`config.mk`:
```
export PLATFORM = sky130hd
export DESIGN_NAME = uart_alu_interface
export DESIGN_NICKNAME = d
export VERILOG_FILES = /design/src/rtl/uart_alu_interface_pkg.sv /design/src/rtl/uart_alu_interface_alu.sv /design/src/rtl/uart_alu_interface.sv
export SDC_FILE = /design/constraint.sdc
export NUM_CORES = 1
export LEC_CHECK = 0
export CAP_MARGIN = 15
export CORE_MARGIN = 10
export CORE_UTILIZATION = 52
export CTS_CLUSTER_DIAMETER = 60
export DETAILED_ROUTE_END_ITERATION = 6
export PLACE_DENSITY = 0.81
export REMOVE_ABC_BUFFERS = 1
export SLEW_MARGIN = 20
export SYNTH_ARGS = -nofsm -noshare
export SYNTH_HDL_FRONTEND = slang
export SYNTH_SLANG_ARGS = --single-unit
export TNS_END_PERCENT = 5
```
`constraint.sdc`:
```
create_clock -name clk -period 4.6 [get_ports clk]
set_input_delay 0.92 -clock clk [delete_from_list [all_inputs] [get_ports clk]]
set_output_delay 0.92 -clock clk [all_outputs]
set_load 0.03 [all_outputs]
```
`src/rtl/uart_alu_interface_pkg.sv`:
```
// Shared definitions for the UART ALU byte controller.
//   - default data/opcode widths
//   - opcode encodings recognised by the ALU
//   - controller state encoding
package uart_alu_interface_pkg;

    localparam int unsigned NBIT_DATA_DEF = 8;
    localparam int unsigned NBIT_OP_DEF   = 6;

    localparam logic [5:0] OP_ADD = 6'b100000;
    localparam logic [5:0] OP_SUB = 6'b100010;
    localparam logic [5:0] OP_AND = 6'b100100;
    localparam logic [5:0] OP_OR  = 6'b100101;
    localparam logic [5:0] OP_XOR = 6'b100110;
    localparam logic [5:0] OP_NOR = 6'b100111;
    localparam logic [5:0] OP_SRA = 6'b000011;
    localparam logic [5:0] OP_SRL = 6'b000010;

    typedef enum logic [2:0] {
        ST_WAIT_A  = 3'd0,
        ST_WAIT_B  = 3'd1,
        ST_WAIT_OP = 3'd2,
        ST_SEND    = 3'd3,
        ST_WAIT_TX = 3'd4
    } state_e;

endpackage

```
`src/rtl/uart_alu_interface_alu.sv`:
```
// Combinational 8-bit ALU used by the UART controller.
// Ports:
//   a, b  in  NBIT_DATA  operands
//   op    in  NBIT_OP    opcode
//   out   out NBIT_DATA  result, truncated; unknown opcodes give zero
module alu
    import uart_alu_interface_pkg::*;
#(
    parameter int unsigned NBIT_DATA = NBIT_DATA_DEF,
    parameter int unsigned NBIT_OP   = NBIT_OP_DEF
) (
    input  logic [NBIT_DATA-1:0] a,
    input  logic [NBIT_DATA-1:0] b,
    input  logic [NBIT_OP-1:0]   op,
    output logic [NBIT_DATA-1:0] out
);

    always_comb begin
        out = '0;
        case (op)
            NBIT_OP'(OP_ADD): out = a + b;
            NBIT_OP'(OP_SUB): out = a - b;
            NBIT_OP'(OP_AND): out = a & b;
            NBIT_OP'(OP_OR):  out = a | b;
            NBIT_OP'(OP_XOR): out = a ^ b;
            NBIT_OP'(OP_NOR): out = ~(a | b);
            // Shift amounts at or beyond the width saturate to sign fill / zero.
            NBIT_OP'(OP_SRA): out = NBIT_DATA'($signed(a) >>> b);
            NBIT_OP'(OP_SRL): out = a >> b;
            default:          out = '0;
        endcase
    end

endmodule

```
`src/rtl/uart_alu_interface.sv`:
```
// Byte controller between UART RX and TX: gathers operand A, operand B and
// an opcode, computes the ALU result, launches one transmission and waits
// for it to complete before accepting the next operand set.
// Ports:
//   clk, reset    clock, asynchronous active-high reset
//   rx_done_tick  receiver byte-complete flag (rising edge = new byte)
//   rx_data       received byte
//   tx_done_tick  transmitter frame-complete flag (rising edge = done)
//   tx_start      one-cycle transmit launch strobe
//   tx_data       byte to transmit
//   result        last computed result
module uart_alu_interface
    import uart_alu_interface_pkg::*;
#(
    parameter int unsigned NBIT_DATA = NBIT_DATA_DEF,
    parameter int unsigned NBIT_OP   = NBIT_OP_DEF
) (
    input  logic                 clk,
    input  logic                 reset,
    input  logic                 rx_done_tick,
    input  logic [NBIT_DATA-1:0] rx_data,
    input  logic                 tx_done_tick,
    output logic                 tx_start,
    output logic [NBIT_DATA-1:0] tx_data,
    output logic [NBIT_DATA-1:0] result
);

    state_e               state_q;
    logic [NBIT_DATA-1:0] a_q;
    logic [NBIT_DATA-1:0] b_q;
    logic [NBIT_OP-1:0]   op_q;
    logic [NBIT_DATA-1:0] tx_data_q;
    logic [NBIT_DATA-1:0] result_q;
    logic                 tx_start_q;
    logic                 rx_d_q;
    logic                 tx_d_q;
    logic                 rx_evt;
    logic                 tx_evt;
    logic [NBIT_DATA-1:0] alu_out;

    // Rising-edge detection so held flags deliver exactly one event.
    assign rx_evt = rx_done_tick & ~rx_d_q;
    assign tx_evt = tx_done_tick & ~tx_d_q;

    alu #(
        .NBIT_DATA (NBIT_DATA),
        .NBIT_OP   (NBIT_OP)
    ) u_alu (
        .a   (a_q),
        .b   (b_q),
        .op  (op_q),
        .out (alu_out)
    );

    // Controller FSM with edge-detect registers and registered outputs.
    always_ff @(posedge clk or posedge reset) begin
        if (reset) begin
            state_q    <= ST_WAIT_A;
            a_q        <= '0;
            b_q        <= '0;
            op_q       <= '0;
            tx_data_q  <= '0;
            result_q   <= '0;
            tx_start_q <= 1'b0;
            rx_d_q     <= 1'b0;
            tx_d_q     <= 1'b0;
        end else begin
            rx_d_q <= rx_done_tick;
            tx_d_q <= tx_done_tick;
            case (state_q)
                ST_WAIT_A: begin
                    if (rx_evt) begin
                        a_q     <= rx_data;
                        state_q <= ST_WAIT_B;
                    end
                end
                ST_WAIT_B: begin
                    if (rx_evt) begin
                        b_q     <= rx_data;
                        state_q <= ST_WAIT_OP;
                    end
                end
                ST_WAIT_OP: begin
                    if (rx_evt) begin
                        op_q    <= rx_data[NBIT_OP-1:0];
                        state_q <= ST_SEND;
                    end
                end
                ST_SEND: begin
                    tx_data_q  <= alu_out;
                    result_q   <= alu_out;
                    tx_start_q <= 1'b1;
                    state_q    <= ST_WAIT_TX;
                end
                ST_WAIT_TX: begin
                    tx_start_q <= 1'b0;
                    if (tx_evt) begin
                        state_q <= ST_WAIT_A;
                    end
                end
                default: begin
                    tx_start_q <= 1'b0;
                    state_q    <= ST_WAIT_A;
                end
            endcase
        end
    end

    assign tx_start = tx_start_q;
    assign tx_data  = tx_data_q;
    assign result   = result_q;

endmodule

```
======== After elaboration in Yosys (flattened, before gate mapping) ========
Cells that the tools add are included.
storage, ports and cells
  output and inout bits ................... 17
  register bits after elaboration ......... 36
  logic and storage cells ................. 49
operators by class
  bitwise logic cells ..................... 8
  shift-type cells ........................ 2
  add/subtract/negate cells ............... 2
  multiplexer cells ....................... 7
  equal/unequal tests ..................... 16
  reduce and logical (&&, ||, !) cells .... 6
operator list
  operator              count
  $pmux W8 S8           1
  $eq A6 B6 Y1 const B  6
  $pmux W3 S5           1
  $eq A6 B2 Y1 const B  2
  $mux W3               4
  $add A8 B8 Y8         1
  $and A8 B8 Y8         1
  $ne A2 B2 Y1 const B  4
  $not A8 Y8            1
  $or A8 B8 Y8          1
  $shr A8 B8 Y8         1
  $sshr A8 B8 Y8        1
  $sub A8 B8 Y8         1
  $xor A8 B8 Y8         1
  $eq A3 B2 Y1 const B  2
  $reduce_and A2 Y1     3
  $reduce_and A4 Y1     1
  $eq A3 B1 Y1 const B  1
  $eq A3 B3 Y1 const B  1
  $logic_not A3 Y1      1
  $reduce_or A3 Y1      1
  $and A1 B1 Y1         2
  $not A1 Y1            2
  $pmux W1 S2           1

======== Logic depth before layout (Yosys ltp) ========
Gate-level depths: netlist (run 1).
  depth after elaboration ................. 4
  gate-level depth with buffers ........... 13

======== Modules after synthesis ========
A second synthesis (run 1) with hierarchy kept.
second synthesis, totals
  cell total of the unflattened synthesis .. 316
  area, all modules ....................... 3062.9 µm²
by module, submodules not included
  module              times used  seq. area each (µm²)  area each (µm²)  cells an instance
  alu                 1           0.0                   1606.5           220
  uart_alu_interface  1           900.9                 1456.4           96

======== Worst setup path after synthesis (run 1) ========
OpenSTA, ideal clock, no wires.
  path kind ............................... reg2reg
  start point ............................. reg op_q[2]
  end point ............................... reg result_q[6], in the netlist result[6]
  slack ................................... 1.716 ns
  cell stages (with the launch flop) ...... 11
  data arrival time ....................... 2.796 ns
  library setup time ...................... 0.088 ns
  period minus slack after synthesis ...... 2.884 ns
  cell sequence ........................... dfrtp_1 -> or4b_4 -> nor2_1 -> mux2i_1 -> fa_1 -> a211oi_1 -> o21bai_1 -> a21oi_1 -> xnor2_1 -> nand2_1 -> a32oi_1
between the ends
  word-level cells in the longest chain between the ends .. 2
  elaborated cells between the ends (all ways) .. 9
ends and longest elaborated chain
  item                                          line                          source
  start, declared                               uart_alu_interface.sv:31      logic [NBIT_OP-1:0] op_q;
  start signal, assigned                        uart_alu_interface.sv:85      op_q <= rx_data[NBIT_OP-1:0];
  $eq A6 B2 Y1 or $eq A6 B6 Y1 (tied branches)  uart_alu_interface_alu.sv:20  case (op)
  $pmux W8 S8 *                                 uart_alu_interface_alu.sv:20
  end signal, assigned                          uart_alu_interface.sv:91      result_q <= alu_out;
  end, declared                                 uart_alu_interface.sv:33      logic [NBIT_DATA-1:0] result_q;
Mark *: on every way between the ends. The rest lies on a longest branch, timed or not.
A chain may end at the register's enable or synchronous reset.

======== Worst setup path after layout (run 1) ========
Same ends and word-level chain as after synthesis.

==> impl.org, run 1 <==
** Run status
- The run finished with clean final reports.

** Placed design
- Port-buffer cells :: 28
- Placer Congestion :: 1.05
- Detailed placement ended at an HPWL of 5.93 mm.
- After detailed placement, the design holds a cell count of 418.

** Die
- During I/O placement, the number of pins put on the boundary was 29.
- The floorplan step defined a die boundary enclosing around 9000 µm².
- The die is 96.1 µm tall.
- For this configuration, the core starts out at a cell density of 0.540.
- Die X-Extent :: 96.1 µm
- The region available for standard cell placement spans 5570 µm².
- The floorplan has 27 rows.

** Power
- Design internal power :: roughly 1.4 mW
- Sequential Power Share :: 0.275
- Sw Ratio :: 0.496
- The completed layout was analyzed and its total power is 2.77 mW.
- The share of total power dissipated in combinational logic is 0.636.
- Of the total power, the clock network draws 0.088.
- Leakage dissipation :: 1.46 nW
- Across the VDD grid, the largest voltage drop is 0.384 mV.
- In this run the power density over the cells is roughly 800 nW/µm².
- Summed over all nets, the switching power comes to between 1 and 1.5 mW.

** Detailed routing
- Vias per cell :: just over 6
- Post-route ant nets :: 0
- For this block, the initial DRC count from the detailed router was 182.
- In the routed design, unresolved DRC markers number 0.
- The final route contains 2590 vias.
- WL/cell :: between 15 and 20 µm
- DRT Pass-1 Iters :: 5
- Total wirelength of the detailed-routed design :: 7.79 mm

** Synth
- After synthesis, the share of cell area in mux cells is 0.148.
- Post-Synthesis Mean Instance Area :: 8.90 µm²
- Cell count after synthesis :: 338
- Compound-gate portion of the synthesized area :: 0.154
- Of the total synthesized cell area, the portion taken by XOR and XNOR cells is 0.0582.
- The share of the Yosys chip area taken by registers is 0.299.
- Register bit count reported by yosys :: 36
- For this run, asynchronously set or reset flops after synthesis account for 1.00.
- The most used flip-flop cell after synthesis is dfrtp_1.
- Counting flops with a built-in enable in the synthesized netlist gives 0.
- Of the total synthesized cell area, the portion taken by AND, OR, NAND and NOR gates is 0.170.
- Synth Area in Adders :: 0.106
- By area, the combinational part of the netlist is dominated by simple AND/OR/NAND/NOR gates.
- Number of warnings reported in the yosys synthesis log :: 0
- Post-Syn Area :: 3010 µm²
- The netlist uses 51 different library cells.

** Worst hold path
- Start point of the worst hold path :: tx_start
- Hold Path Class :: register to register
- Worst Hold Path Cells :: 2
- Worst min-delay path endpoint :: tx_start

** Cells and area
- The final layout contains 390 nets.
- After the flow finishes, the layout carries non-filler instances totaling 425.
- Core Util, Final :: 0.604
- Of the cells placed in the final design, the portion with a size suffix greater than 1 is 0.113.
- The repair_antennas step left the layout with diodes totalling 0.
- From synthesis to final layout, the design area changed by 11.9%.

** Critical path
- STA classifies the critical path endpoint as a register.
- The setup check on the worst reg-to-reg path leaves a slack of 1.31 ns.
- STA puts the critical path data arrival time at 3.48 ns.
- For the worst flop-to-flop path, the logic depth is 10.
- Worst reg2reg path startpoint :: op_q[2]
- R2r endpoint :: result[6]
- Of all nets on the critical path, the largest fanout is 7.
- Setup CP Type :: register to register
- Sort of element at the start of the critical path :: register
- For the worst setup path, the data required time is 4.80 ns.

** CTS
- Number of clock sinks seen by CTS :: 36
- Number of hold buffers added after cts :: 0
- Post-CTS repair changed the size of 0 cells.
- In this run, CTS created clock tree buffers numbering 5.
- The root buffer cell chosen for the clock tree is clkbuf_8.
- The later pin in the worst-skew pair is clocked with a latency of slightly below 0.3 ns.
- The longest clock path from root to sink contains 2 buffers.
- The H-tree generated during clock tree synthesis spans 2 levels.
- TritonCTS built the clock tree.
- The number of setup buffers added after CTS is 0.
- Clock-pin slew reported for the worst setup and hold paths after clock tree synthesis :: 0.07 ns

** Global route
- The number of antenna violations at the first check in global routing was 0.
- The first global-routing pass estimated 12.5 mm of wire.
- After global routing the overflow that remains totals 0.
- Largest net degree at the start of global routing :: 31
- Overall fraction of global-route tracks in use :: 0.173
- Via count of the first global-routing pass :: approximately 2500

** Timing
- The final-report hold violation count came to 0.
- Across the routed clock network, the largest skew measured is roughly 0.0072 ns.
- Final count of pins violating max slew :: 0
- Based on the critical path, the design can be clocked at up to 0.304 GHz.
- Setup violations remaining at the end of the flow were counted as 0.
- Setup Total Neg Slack :: 0 ns
- For the pin with the worst max-slew slack, the measured transition is 0.786 ns.
- Worst slew margin relative to its limit :: 0.476
- Setup repair after global routing left no endpoint under its margin.
- Across all hold checks on the routed design, the worst slack comes to 0.502 ns.
- Final period util :: 0.715
- Shortest period the worst path allows :: 3.29 ns

** Job
- The tool flagged a number of max-cap violations equal to 0.
cells by family after synthesis:
family,count (synthesis)
AND/OR/NAND/NOR,107
AO/OA/AOI/OAI,69
multiplexers,41
buffers and inverters,40
flip-flops,36
adder cells (fa/ha/maj),25
XOR/XNOR,20
layout make-up:
cell class	count	area, µm²
multi-input combinational	262	1920
clock buffer	7	96.3
fill	483	2210
timing repair buffer	30	295
sequential	36	901
tap	72	90.1
inverter	18	67.6
per-stage QoR:
step / setup slack [ns] / cell area (µm²)
6_report: 1.31 / 3370
5_1_grt: 1.12 / 3370
4_1_cts: 1.32 / 3370
3_5_place_dp: 1.32 / 3270
3_3_place_gp: 1.42 / 3270
2_1_floorplan: 1.69 / 2880
routing by layer:
metal	global-route usage	vias to the layer above	share of wire
li1	-	1225	-
met1	0.219	1228	0.44
met2	0.289	118	0.46
met3	0.0381	19	0.078
met4	0.0491	0	0.018
met5	0	-	0
state kept, by name, indices dropped and copies added (netlist names):
| name | count |
|---|---|
| rx_d_q | 1 |
| b_q | 8 |
| a_q | 8 |
| state_q | 3 |
| result | 8 |
| tx_start | 1 |
| tx_d_q | 1 |
| op_q | 6 |
cells in the mapped netlist (all sizes together) (3+ instances only):
library cell / n / area share
buf: 13 / 0.030
o211ai: 3 / 0.0075
a22oi: 5 / 0.012
a31oi: 3 / 0.0062
nand3b: 3 / 0.0075
inv: 18 / 0.022
mux2i: 17 / 0.057
a21oi: 18 / 0.030
nor4: 3 / 0.0062
nor2b: 4 / 0.0083
clkbuf: 9 / 0.011
o21ai: 16 / 0.028
mux2: 24 / 0.091
and3: 3 / 0.0062
dfrtp: 36 / 0.30
a221oi: 5 / 0.019
nor3: 5 / 0.012
nand3: 9 / 0.015
ha: 24 / 0.10
nand2b: 6 / 0.012
nand2: 41 / 0.051
xor2: 3 / 0.0087
o22ai: 3 / 0.0062
nor2: 28 / 0.037
xnor2: 17 / 0.049
placed cells by master, fill, tap and decap left out, drive strengths merged, types with 5 or more instances in the layout:
master         count
o21ai             16
clkbuf             7
xnor2             17
mux2              24
a221oi             5
nor3               5
nor2              28
mux2i             17
dfrtp             36
a21oi             18
nand3              9
nand2             41
ha                24
nand2b             6
clkdlybuf4s50     28
inv               18
a22oi              5
worst max-delay path, cell delays in order, from the launching register on:
cell      delay, ns
dfrtp_1        0.43
or4b_4         0.57
nor2_1         0.45
mux2i_1        0.23
fa_1           0.51
a211oi_1       0.29
o21bai_1       0.12
a21oi_1        0.18
xnor2_1        0.13
nand2_1        0.06
a32oi_1        0.22
power by group through the flow:
stage / logic, mW / registers [mW] / clock network [mW]
global placement: 1.69 / 0.744 / 0
finish: 1.76 / 0.762 / 0.245
CTS: 1.75 / 0.749 / 0.248
floorplan: 1.24 / 0.779 / 0
detailed placement: 1.73 / 0.756 / 0
global route: 1.95 / 0.786 / 0.264
worst max-delay path by stage:
stage | start | end | slack (ns)
after CTS | op_q[2] | result[6] | 1.32
after global placement | op_q[2] | result[6] | 1.42
after floorplan | op_q[1] | result[6] | 1.69
after detailed placement | op_q[2] | result[6] | 1.32
after global routing | op_q[2] | result[6] | 1.12
final | op_q[2] | result[6] | 1.31
(Power assumes the default switching activity.)
==> inputs of run 2 (changes only) <==
==> constraint.sdc (replaced) <==
create_clock -name clk -period 3.2 [get_ports clk]
set_input_delay 0.64 -clock clk [delete_from_list [all_inputs] [get_ports clk]]
set_output_delay 0.64 -clock clk [all_outputs]
set_load 0.03 [all_outputs]
==> run 2 against run 1 <==
Net effect: routed wire length rose by 0.59%; critical path depth did not move; cell count rose by 2.1%; worst hold slack improved by 0.012 ns; first-iteration DRC count rose by 130%; utilization rose by 1.3 points; cell area rose by 2.2%; clock-buffer cell count did not move; clock power rose by 44%; via count rose by 2.0%; clock skew rose by 0.0028 ns; die area did not move.
==> impl.org, run 2 (synthesis gave the netlist of run 1 again) <==
** Global route
- First-pass GRT wire length :: 12.9 mm (was 12.5 mm)
- Largest net degree at the start of global routing :: 37 (was 31)
- The number of antenna violations at the first check in global routing is 0 (unchanged).
- The via count of the first global-routing pass came to 2580 (was 2487).
- Overall fraction of global-route tracks in use :: 0.178 (was 0.173)
- Global-route congestion overflow total :: 0 (unchanged)

** Timing
- Worst slew margin relative to its limit :: 0.514 (was 0.476)
- Clock skew :: 0.00994 ns (was 0.00718 ns)
- Final hold viol count :: 0 (unchanged)
- Number of failing setup endpoints in the final timing report :: 0 (unchanged)
- Shortest period the worst path allows :: 2.96 ns (was 3.29 ns)
- Final WS setup :: 0.240 ns (was 1.31 ns)
- The timing-limited maximum frequency was 0.338 GHz (was 0.304 GHz).
- The post-route fraction of the period consumed by the critical path is 0.925 (was 0.715).
- Setup Total Neg Slack :: 0 ns (unchanged)
- The max-slew violation total from the final report is 0 (unchanged).
- The actual slew at the worst max-slew pin came to 0.728 ns (was 0.786 ns).
- Unrepaired setup endpoints after global routing :: no (unchanged)

** Critical path
- Sort of element at the start of the critical path :: register (unchanged)
- Ordered cell list for the critical path :: or4b_4, nor2_4, mux2i_1, fa_1, a211oi_1, o21bai_1, a21oi_1, xnor2_1, nand2_1, a32oi_1 (was or4b_4, nor2_1, mux2i_1, fa_1, a211oi_1, o21bai_1, a21oi_1, xnor2_1, nand2_1, a32oi_1)
- Largest driver fanout on the critical path :: 7 (unchanged)
- Family with the most delay on the worst path :: compound AO/OA/AOI/OAI gates (was simple AND/OR/NAND/NOR gates)
- R2R setup slack :: 0.24 ns (was 1.31 ns)
- Category of the worst setup path capture point :: register (unchanged)
- Worst path bufs/invs :: 0 (unchanged)
- The startpoint of the most critical register-to-register path is op_q[2] (unchanged).
- Worst Path Required :: 3.41 ns (was 4.80 ns)
- The beginning of the critical path is op_q[2] (unchanged).
- Max stage delay cell, worst path :: or4b_4 (unchanged)
- Crit path DAT :: 3.17 ns (was 3.48 ns)
- The kind of critical path was register to register (unchanged).
- The delay contributed by the slowest stage of the critical path is 0.60 ns (was 0.57 ns).

** Detailed routing
- DRC :: 0 (unchanged)
- The routed via count divided by cell count was 6.09 (about the same).
- DRT Pass-1 Iters :: 5 (unchanged)
- Met2 wire len :: 3.64 mm (was 3.62 mm)
- Total wirelength of the detailed-routed design :: 7.83 mm (was 7.79 mm)
- Post-route ant nets :: 0 (unchanged)
- WL/cell :: 18.0 µm (was 18.3 µm)
- The total routed wire length on the met1 layer came to 3.29 mm (was 3.42 mm).
- The top metal layer carrying routed signals was met4 (unchanged).
- The violation count after the first detailed-routing iteration came to 423 (was 182).
- Vias after detailed routing :: 2642 (was 2590)
- Met3 Routed Length :: 793 µm (was 610 µm)

** Power
- The leakage power summed over all cells is 1.51 nW (was 1.46 nW).
- Pwr per Cell Area :: 1180 nW/µm² (was 822 nW/µm²)
- The highest ir drop seen on vdd is 0.553 mV (was 0.384 mV).

** Placed design
- The total half-perimeter wirelength after legalization and detailed placement is 5.96 mm (was 5.93 mm).
- Port-buffer cells :: 28 (unchanged)
- The cell total after placement came to 427 (was 418).
- Placer Congestion :: 1.02 (was 1.05)
- The placement-stage worst setup slack is 0.174 ns (was 1.32 ns).
- Post-place instance area :: 3340 µm² (was 3270 µm²)

** Die
- Placeable core area :: 5570 µm² (unchanged)
- The overall die width was 96.1 µm (unchanged).
- Die Y :: 96.1 µm (unchanged)
- Die Outline Area :: 9230 µm² (unchanged)
- The number of top-level design ports came to 29 (unchanged).
- Initial Util :: 0.540 (unchanged)
- Cell row count :: 27 (unchanged)

** Job
- The number of max-capacitance violations reported came to 0 (unchanged).

** CTS
- CTS Buf Count :: 5 (unchanged)
- Clock-pin slew reported for the worst setup and hold paths after clock tree synthesis :: 0.07 ns (about the same)
- Cell chosen for the clock root :: clkbuf_8 (unchanged)
- Maximum level of the CTS H-tree :: 2 (unchanged)
- Number of hold buffers added after cts :: 0 (unchanged)
- The clock sink count is 36 (unchanged).
- The largest buffer count on any clock path was 2 (unchanged).
- The clock latency at the later pin of the worst-skew pair is 0.29 ns (about the same).
- The quantity of gates resized following cts is 0 (unchanged).
- The clock tree from TritonCTS is built (unchanged).
- Post-CTS setup-driven buffer insertion count :: 0 (unchanged)

** Run status
- Run status: finished clean (unchanged).

** Cells and area
- Area of all placed cells without fillers :: 3440 µm² (was 3370 µm²)
- Layout Area Growth over Synthesis :: 14.3% (was 11.9%)
- The post-layout utilization of the core was 0.617 (was 0.604).
- Fin cells :: 434 (was 425)
- Most frequent standard cell in the layout excluding fill and tap cells :: nand2_1 (unchanged)
- The final antenna diode count came to 0 (unchanged).
- NumNets Final :: 399 (was 390)
- Layout filler cell count :: 507 (was 483)
- Share of layout cells above drive strength 1 :: 0.135 (was 0.113)
- Commonest non-fill, non-tap cells in the layout: 41 x nand2_1, 36 x dfrtp_1, 28 x clkdlybuf4s50_1 (unchanged).

** Worst hold path
- Hold Path Class :: register to register (unchanged)
- Start point of the worst hold path :: tx_start (unchanged)
==> run 2: changes by cell type in the layout (fill, tap and decap cells not counted) <==
cell / delta
buf_4: +9
inv_1: +1
inv_2: -1
nor2_1: -1
nor2_4: +1
==> run 2: final timing paths <==
| kind | to | depth (start not counted) |
|---|---|---|
| hold / removal | tx_start | 2 |
| setup reg to reg | result[6] | 10 |
| hold reg to reg | tx_start | 2 |
| max in group asynchronous | state_q[1] | 3 |
| setup / recovery | result[6] | 10 |
| min in group asynchronous | state_q[2] | 3 |
==> run 2: power breakdown <==
group	switching, mW	total [mW]	internal [mW]
Sequential	0.319	0.966	0.647
Clock	0.160	0.352	0.192
Combinational	1.50	2.73	1.23
==> run 2: layout make-up <==
type | instances | area (µm²) | share of cell area
clock buffer | 7 | 96.3 | 0.0280
timing repair buffer | 39 | 363 | 0.105
sequential | 36 | 901 | 0.262
multi-input combinational | 262 | 1920 | 0.559
tap | 72 | 90.1 | 0.0262
inverter | 18 | 67.6 | 0.0196
==> run 2: per-layer routing <==
layer  vias up  GRT usage
met5         -          0
met4         0     0.0467
met3        15     0.0342
met2       132      0.293
met1      1252      0.234
li1       1243          -
==> run 2: worst reg2reg max path, delay by kind of cell (launching register included) <==
| family | cells | cell delay, ns |
|---|---|---|
| flops | 1 | 0.44 |
| fa+ha+maj | 1 | 0.48 |
| compound gates | 4 | 0.84 |
| mux | 1 | 0.14 |
| simple gates | 3 | 0.83 |
| xor+xnor | 1 | 0.14 |
==> run 2: stage by stage <==
step           hold slack (ns)  power, mW
2_1_floorplan            0.498       2.90
6_report                 0.514       4.05
3_5_place_dp             0.500       3.65
4_1_cts                  0.520       4.01
5_1_grt                  0.541       4.42
3_3_place_gp             0.487       3.57
==> inputs of run 3 (changes only) <==
--- a/config.mk
+++ b/config.mk
@@ -10,6 +10,7 @@
 export CORE_UTILIZATION = 52
 export CTS_CLUSTER_DIAMETER = 60
 export DETAILED_ROUTE_END_ITERATION = 6
+export GPL_ROUTABILITY_DRIVEN = 0
 export PLACE_DENSITY = 0.81
 export REMOVE_ABC_BUFFERS = 1
 export SLEW_MARGIN = 20
==> run 3 against run 2 <==
Net effect: first-iteration DRC count decreased by 10%; global-route usage decreased by 0.56 points; maximum frequency decreased by 0.34%; worst setup slack got worse by 0.010 ns; die area unchanged; largest power group unchanged; highest routed layer unchanged.
==> impl.org, run 3 (synthesis gave the netlist of run 1 again) <==
** Critical path
- Largest driver fanout on the critical path :: 7 (unchanged)
- The worst endpoint required time is 3.41 ns (about the same).
- The type of element capturing the critical path is a register (unchanged).
- The critical path startpoint category was a register (unchanged).
- The startpoint of the most critical register-to-register path was op_q[2] (unchanged).
- Max stage delay cell, worst path :: or4b_4 (unchanged)
- Ordered cell list for the critical path: or4b_4, nor2_4, mux2i_1, fa_1, a211oi_1, o21bai_1, a21oi_1, xnor2_1, nand2_1, a32oi_1 (unchanged).
- The arrival time of data at the critical path endpoint is 3.18 ns (was 3.17 ns).
- Setup CP Type :: register to register (unchanged)
- The beginning of the critical path is op_q[2] (unchanged).
- The delay contributed by the slowest stage of the critical path came to 0.59 ns (was 0.60 ns).

** Cells and area
- Layout Area Growth over Synthesis :: 13.6% (was 14.3%)
- The area used by sequential logic in the layout came to 901 µm² (unchanged).
- The final net count came to 397 (was 399).
- Antenna Diode Count :: 0 (unchanged)
- The most frequent standard cell in the layout excluding fill and tap cells is nand2_1 (unchanged).
- Commonest non-fill, non-tap cells in the layout :: 41 x nand2_1, 36 x dfrtp_1, 28 x clkdlybuf4s50_1 (unchanged)
- Combined area of the multi-input logic cells :: 1920 µm² (unchanged)
- The number of inserted filler cells in the final layout was 486 (was 507).
- The share of cells above drive strength 1 was 0.130 (was 0.135).
- The post-layout utilization of the core was 0.613 (was 0.617).

** Global route
- GR Layer Usage met2 :: 0.279 (was 0.293)
- GRT busiest layer :: met2 (unchanged)
- The global routing usage summed across all routing layers was 0.173 (was 0.178).
- Met3 global-route usage :: 0.0311 (was 0.0342)
- The wire length of the first global-routing pass came to 12.7 mm (was 12.9 mm).
- The number of antenna violations at the first check in global routing came to 0 (unchanged).
- Via count of the first global-routing pass :: 2662 (was 2580)
- The leftover overflow at the end of global routing is 0 (unchanged).
- The largest net degree at the start of global routing was 37 (unchanged).
- The global-route met1 utilization is 0.225 (was 0.234).

** Detailed routing
- The via count was 2670 (was 2642).
- The number of routed nets with antenna violations came to 0 (unchanged).
- The violation count after the first detailed-routing iteration came to 379 (was 423).
- Vias per cell :: 6.17 (was 6.09)
- Total wirelength of the detailed-routed design :: 7.62 mm (was 7.83 mm)
- The routed length per placed instance is 17.6 µm (was 18.0 µm).
- The number of remaining DRC errors was 0 (unchanged).
- DRT Pass-1 Iters :: 7 (was 5)

** Timing
- The minimum setup slack in the final design came to 0.230 ns (was 0.240 ns).
- Final period util :: 0.928 (was 0.925)
- The clock period minus worst slack came to 2.97 ns (was 2.96 ns).
- Unrepaired setup endpoints after global routing :: no (unchanged)
- Worst slew margin relative to its limit :: 0.426 (was 0.514)
- Maximum frequency from static timing analysis :: 0.337 GHz (was 0.338 GHz)
- Setup Total Neg Slack :: 0 ns (unchanged)
- The max-slew violation total from the final report came to 0 (unchanged).
- Clock skew :: 0.00717 ns (was 0.00994 ns)
- Final hold viol count :: 0 (unchanged)
- Actual slew at the worst max-slew pin :: 0.854 ns (was 0.728 ns)
- Number of failing setup endpoints in the final timing report :: 0 (unchanged)

** Die
- The starting density of the core is 0.540 (unchanged).
- Die X-Extent :: 96.1 µm (unchanged)
- The y dimension of the die is 96.1 µm (unchanged).
- The site row count is 27 (unchanged).
- The number of top-level design ports came to 29 (unchanged).
- Placeable core area :: 5570 µm² (unchanged)
- The floorplan die area was 9230 µm² (unchanged).

** Power
- The switching portion of total power is 0.497 (was 0.489).
- Switch Pwr :: 1.99 mW (was 1.98 mW)
- The leakage power summed over all cells was 1.49 nW (was 1.51 nW).
- Design internal power :: 2.02 mW (was 2.07 mW)
- Pwr per Cell Area :: 1170 nW/µm² (was 1180 nW/µm²)
- The power share of the sequential group is 0.237 (was 0.239).
- The highest ir drop seen on vdd is 0.607 mV (was 0.553 mV).
- Final Total Pwr :: 4.02 mW (was 4.05 mW)
- The share of power burned in combinational logic was 0.678 (was 0.675).
- Relative contribution of the clock network to total power :: 0.085 (was 0.087)

** CTS
- The cell at the root of the clock tree was clkbuf_8 (unchanged).
- CTS tree :: built (unchanged)
- The quantity of gates resized following cts is 0 (unchanged).
- The total CTS buffers came to 5 (unchanged).
- The quantity of hold-fixing buffers added after cts is 0 (unchanged).
- The clock sink count came to 36 (unchanged).
- Insertion delay to the later sink of the worst-skew pair :: 0.30 ns (was 0.29 ns)
- Max Buffers Root-to-Sink :: 2 (unchanged)
- Maximum level of the CTS H-tree :: 2 (unchanged)
- The clock transition time at the flip-flop clock pins of the worst setup and hold paths was 0.08 ns (was 0.07 ns).
- Post-CTS setup-driven buffer insertion count :: 0 (unchanged)

** Placed design
- The port buffer count came to 28 (unchanged).
- The total half-perimeter wirelength after legalization and detailed placement is 5.81 mm (was 5.96 mm).
- Dpl ws :: 0.0855 ns (was 0.174 ns)

** Job
- The number of max-capacitance violations reported is 0 (unchanged).

** Worst hold path
- The launch instance of the worst min-delay path is tx_start (unchanged).
- Hold Path Class :: register to register (unchanged)

** Run status
- Run status :: finished clean (unchanged)
==> run 3: worst max-delay path: cells and delay by family, from the launching register on <==
kind | cells | cell delay (ns)
adder cells (fa/ha/maj) | 1 | 0.47
AND/OR/NAND/NOR | 3 | 0.84
flip-flops | 1 | 0.43
multiplexers | 1 | 0.15
XOR/XNOR | 1 | 0.14
AO/OA/AOI/OAI | 4 | 0.84
==> run 3: worst paths after layout <==
path	end	slack (ns)	cells after the start
worst max-delay path	result[6]	0.23	10
worst min-delay path	tx_start	0.50	2
worst max register to register	result[6]	0.23	10
worst min register to register	tx_start	0.50	2
max in group asynchronous	op_q[2]	2.12	3
min in group asynchronous	b_q[4]	0.76	3
==> run 3: per-layer routing <==
| metal | up-vias | share of wire |
|---|---|---|
| li1 | 1232 | - |
| met1 | 1265 | 0.42 |
| met2 | 145 | 0.45 |
| met3 | 28 | 0.099 |
| met4 | 0 | 0.025 |
| met5 | - | 0 |
==> run 3: cell type report <==
| cell class | count | area share |
|---|---|---|
| tap | 72 | 0.0264 |
| inverter | 18 | 0.0198 |
| timing repair buffer | 37 | 0.102 |
| clock buffer | 6 | 0.0212 |
| sequential | 36 | 0.264 |
| clock inverter | 2 | 0.00476 |
| multi-input combinational | 262 | 0.563 |
==> run 3: power by group through the flow <==
| stage | Combinational (mW) | Sequential (mW) | Clock [mW] |
|---|---|---|---|
| finish | 2.72 | 0.952 | 0.341 |
| global route | 3.03 | 0.988 | 0.362 |
| CTS | 2.69 | 0.942 | 0.348 |
| detailed placement | 2.67 | 0.952 | 0 |
| global placement | 2.58 | 0.935 | 0 |
| floorplan | 1.78 | 1.12 | 0 |
==> run 3: metrics by stage <==
stage	area (µm²)	cells	hold WS (ns)
2_1_floorplan	2880	316	0.498
3_3_place_gp	3320	425	0.489
3_5_place_dp	3320	425	0.496
4_1_cts	3410	433	0.519
5_1_grt	3420	433	0.542
6_report	3420	433	0.505
